`src/rtl/cond_flag_unit.sv`:
```
// Condition-evaluation stage: holds the NZCV flags, gates the write strobes of
// each executing instruction, and counts instructions squashed by their condition.
module cond_flag_unit #(
    parameter int CNT_W = 16
) (
    input  logic             clk,
    input  logic             rst_n,
    input  logic             in_valid,
    output logic             in_ready,
    input  logic [3:0]       Cond,
    input  logic [1:0]       FlagW,
    input  logic             PCS,
    input  logic             RegW,
    input  logic             MemW,
    input  logic             NoWrite,
    input  logic [3:0]       ALUFlags,
    input  logic             flush,
    output logic             out_valid,
    input  logic             out_ready,
    output logic             PCSrc,
    output logic             RegWrite,
    output logic             MemWrite,
    output logic             CondEx,
    output logic [3:0]       Flags,
    output logic [CNT_W-1:0] squash_count
);

    logic flag_n, flag_z, flag_c, flag_v;
    logic cond_ex;
    logic accept;

    assign flag_n = Flags[3];
    assign flag_z = Flags[2];
    assign flag_c = Flags[1];
    assign flag_v = Flags[0];

    assign in_ready = ~flush & (~out_valid | out_ready);
    assign accept   = in_valid & in_ready;

    always_comb begin
        cond_ex = 1'b0;
        case (Cond)
            4'b0000: cond_ex = flag_z;
            4'b0001: cond_ex = ~flag_z;
            4'b0010: cond_ex = flag_c;
            4'b0011: cond_ex = ~flag_c;
            4'b0100: cond_ex = flag_n;
            4'b0101: cond_ex = ~flag_n;
            4'b0110: cond_ex = flag_v;
            4'b0111: cond_ex = ~flag_v;
            4'b1000: cond_ex = flag_c & ~flag_z;
            4'b1001: cond_ex = ~flag_c | flag_z;
            4'b1010: cond_ex = (flag_n == flag_v);
            4'b1011: cond_ex = (flag_n != flag_v);
            4'b1100: cond_ex = ~flag_z & (flag_n == flag_v);
            4'b1101: cond_ex = flag_z | (flag_n != flag_v);
            4'b1110: cond_ex = 1'b1;
            default: cond_ex = 1'b0;   // reserved encoding squashes
        endcase
    end

    // Output entry: flush wins over accept and drain; a stall holds everything.
    always_ff @(posedge clk or negedge rst_n) begin
        if (!rst_n) begin
            out_valid <= 1'b0;
            PCSrc     <= 1'b0;
            RegWrite  <= 1'b0;
            MemWrite  <= 1'b0;
            CondEx    <= 1'b0;
        end else if (flush) begin
            out_valid <= 1'b0;
            PCSrc     <= 1'b0;
            RegWrite  <= 1'b0;
            MemWrite  <= 1'b0;
            CondEx    <= 1'b0;
        end else if (accept) begin
            out_valid <= 1'b1;
            PCSrc     <= PCS & cond_ex;
            RegWrite  <= RegW & cond_ex & ~NoWrite;
            MemWrite  <= MemW & cond_ex;
            CondEx    <= cond_ex;
        end else if (out_ready) begin
            out_valid <= 1'b0;
            PCSrc     <= 1'b0;
            RegWrite  <= 1'b0;
            MemWrite  <= 1'b0;
            CondEx    <= 1'b0;
        end
    end

    always_ff @(posedge clk or negedge rst_n) begin
        if (!rst_n) begin
            Flags <= 4'b0000;
        end else if (accept && cond_ex) begin
            if (FlagW[1]) Flags[3:2] <= ALUFlags[3:2];
            if (FlagW[0]) Flags[1:0] <= ALUFlags[1:0];
        end
    end

    always_ff @(posedge clk or negedge rst_n) begin
        if (!rst_n) begin
            squash_count <= '0;
        end else if (accept && !cond_ex && (squash_count != {CNT_W{1'b1}})) begin
            squash_count <= squash_count + 1'b1;
        end
    end

endmodule

```
`config.mk`:
```
export PLATFORM = sky130hd
export DESIGN_NAME = cond_flag_unit
export DESIGN_NICKNAME = d
export VERILOG_FILES = /design/src/rtl/cond_flag_unit.sv
export SDC_FILE = /design/constraint.sdc
export NUM_CORES = 1
export LEC_CHECK = 0
export ABC_AREA = 1
export BUFFER_PORTS_ARGS = -buffer_cell sky130_fd_sc_hd__buf_4
export CAP_MARGIN = 20
export CORE_AREA = 2 2 69 71
export CTS_CLUSTER_SIZE = 20
export DETAILED_ROUTE_END_ITERATION = 7
export DIE_AREA = 0 0 71 73
export PLACE_DENSITY = 0.72
export SLEW_MARGIN = 20
export SYNTH_ARGS = -nofsm -noshare
export SYNTH_HDL_FRONTEND = slang
export SYNTH_SLANG_ARGS = --single-unit
```
`constraint.sdc`:
```
create_clock -name clk -period 1.9 [get_ports clk]
set_clock_uncertainty 0.05 [all_clocks]
set_input_delay 0.19 -clock clk [delete_from_list [all_inputs] [get_ports clk]]
set_output_delay 0.19 -clock clk [all_outputs]
set_load 0.02 [all_outputs]
```
==> impl_metrics.ini <==
[clock_tree]
cts.sinks = 25
path_clk_slew_ps = 90
cts_buffers = 3
cts_root_buf = clkbuf_8
htree_levels = 1
clk_path_buf_depth = 2
cts_tree = yes
clkLatencyLatePin_ps = 260

[floorplanning]
core_region_area_um2 = 4536
pin_count = 45
rows = 25
dieArea_um2 = 5183
die_w_um = 71
start_util_pct = 38.07
dieHeight_um = 73

[place]
portBuffers = 44
gp_congestion = 0.7864
place_ws_ps = 98.79
dp_hpwl_um = 3035
placedCellCount = 337

[sta]
timing.fmax_ghz = 0.5654
hold_ws_ps = 41.02
worst_pin_slew_ps = 566.9
finalHoldViolCount = 0
finalSetupViolations = 0
finalCritPeriodShare_pct = 93.08
maxSlewViolCount = 0
max_slew_margin_pct = 61.92
finalCriticalPeriod_ps = 1769
worst_slack_ps = 131.5
grt_setup_unrepaired = yes
fin_tns_setup_ps = 0

[logic_synthesis]
synth_top_family_by_area = simple AND/OR/NAND/NOR gates
synthXorXnorAreaFrac_pct = 6.087
syn_area_um2 = 1727
yosysSeqAreaShare_pct = 36.23
ys_ff_latch = 25
synthCells = 241
async_reset_ff_share_pct = 100.0
synth-simple-area-share_pct = 47.32
synth_compound_area_share_pct = 2.319
synthAdderAreaFrac_pct = 0.7246
ys_types = 28
synth_warnings = 0
synth_mux_area_share_pct = 0
synth_edf_count = 0
synth_area_per_cell_um2 = 7.165
synth_fp_nets = 261
ys.flop_type = dfrtp_1

[detailed_routing]
drt-wirelength-per-cell_um = 12.06
drtAntennaViolNets = 0
totalWireLength_um = 4162
viasPerCell = 4.965
vias = 1713
dr.pass1.iters = 4
drc = 0
drtIter0Drc = 89

[grt]
grt_pass1_wl_um = 6906
grt.total_usage_pct = 16.35
grt_antenna_before_repair = 0
gr-total-overflow = 0
grt_pass1_vias = 1571
grt_max_degree = 26

[finish]
final_cells = 345
n_fill_cell = 457
seq_area_um2 = 626.9
drive_gt1_share_pct = 26.46
n_antenna_cell = 0
areaGrowthSynthToFinish_pct = 28.84
final_nets = 312
multi_input_area_um2 = 1005
utilization_pct = 49.05

[outcome]
status = finished, final reports clean

[pwr]
peakVddDrop_uv = 435.2
power_density_nw_per_um2 = 861.3
p_leak_nw = 1.133

[setup_path]
cp-end-kind = flop
r2r_setup_slack_ps = 130
setup.worst_path.class = reg -> reg
crit_arrival_ps = 1930
setup.worst_path.start_class = flop
worst_ep_required_time_ps = 2060
path_max_fanout = 17

[flow_run]
drv_cap = 0

[worst_hold_path]
hold_path.class = in -> reg
## final timing paths
check / from / to / depth (start not counted)
worst max-delay path: squash_count[0]$_DFFE_PN0P_ / squash_count[4]$_DFFE_PN0P_ / 9
worst min-delay path: flush / out_valid$_DFFE_PN0P_ / 2
worst max register to register: squash_count[0]$_DFFE_PN0P_ / squash_count[4]$_DFFE_PN0P_ / 9
worst min register to register: CondEx$_DFFE_PN0P_ / CondEx$_DFFE_PN0P_ / 2
max in group asynchronous: rst_n / Flags[3]$_DFFE_PN0P_ / 2
min in group asynchronous: rst_n / squash_count[11]$_DFFE_PN0P_ / 2
## sequential cells by signal, indices dropped and copies added (netlist names)
signal and flops:
squash_count 16, Flags 4, CondEx 1, MemWrite 1, PCSrc 1, RegWrite 1
out_valid 1
## kinds of logic after synthesis
logic type | Yosys count
simple gates | 169
buf+inv | 28
flops | 25
xor+xnor | 12
compound gates | 6
fa+ha+maj | 1
## where the power goes
part           switching (mW)  leakage (nW)  internal, mW
Sequential              0.121         0.336         0.623
Clock                   0.164        0.0228         0.150
Combinational           0.501         0.774         0.357
Total                   0.786          1.13          1.13
## critical path, cell delays in order, from the launching register on
cell,delay (ps)
dfrtp_1,410
ha_1,230
nand3_2,150
nor2_4,160
nand2_2,100
nor2_4,170
nand2_8,130
nand4_4,180
nand2_1,70
nand2_1,70
## cells in the mapped netlist, types with 2 or more instances
master,instances,share of area [%]
nand2_1,84,18
dfrtp_1,25,36
nor2_1,22,4.8
nand4_1,21,7.6
inv_1,18,3.9
nand3_1,18,5.2
nand2_2,8,2.9
xnor2_1,6,3.0
xor2_1,6,3.0
nor2_4,5,3.3
nor3_1,5,1.4
a21oi_2,2,1.0
buf_2,2,0.58
clkbuf_1,2,0.43
clkinv_1,2,0.43
inv_2,2,0.43
o21ai_0,2,0.58
## cell usage in the layout (no fill, tap or decap)
cell            n
nor2_2          1
nand3_1        18
clkbuf_1        1
inv_1          18
clkbuf_8        3
nand2_2         8
dlygate4sd3_1   1
nor3_2          1
nand2_8         1
nand3_2         1
nand3b_1        1
xor2_1          6
ha_1            1
o21ai_1         1
inv_2           2
a21boi_0        1
clkinv_1        2
a21oi_2         2
buf_4          49
dfrtp_1        24
nor3_1          5
nand2_1        84
nor2_4          5
nor2_1         22
dfrtp_2         1
buf_12          1
nand4_1        21
xnor2_1         6
o21ai_0         2
nand4_4         2
## metal layers
metal  track usage [%]  vias to the layer above  wire [µm]
met5                 0                        -          0
met4             4.403                        0         51
met3             1.657                        4        197
met2             27.62                       43       1975
met1             22.44                      782       1938
li1                  -                      884          -
## timing repair
item | in CTS | in global routing
hold buffers | 1 | 0
hold endpoints to repair | 25 | 0
setup endpoints to repair | 0 | 16
resized for setup | 0 | 3
buffers inserted | 0 | 2
## metrics by stage
step | power (mW) | cell area, µm²
floorplan | 1.245 | 1727
global placement | 1.529 | 2111
detailed placement | 1.539 | 2111
CTS | 1.855 | 2166
global route | 2.055 | 2225
finish | 1.916 | 2225
## final cells by class
class / count / area share (%)
Clock buffer: 4 / 2.025
Inverter: 22 / 3.712
Multi-Input combinational cell: 189 / 45.16
Sequential cell: 25 / 28.18
Tap cell: 54 / 3.037
Timing Repair Buffer: 51 / 17.89
No activity file was read; power rests on OpenSTA's default activity.
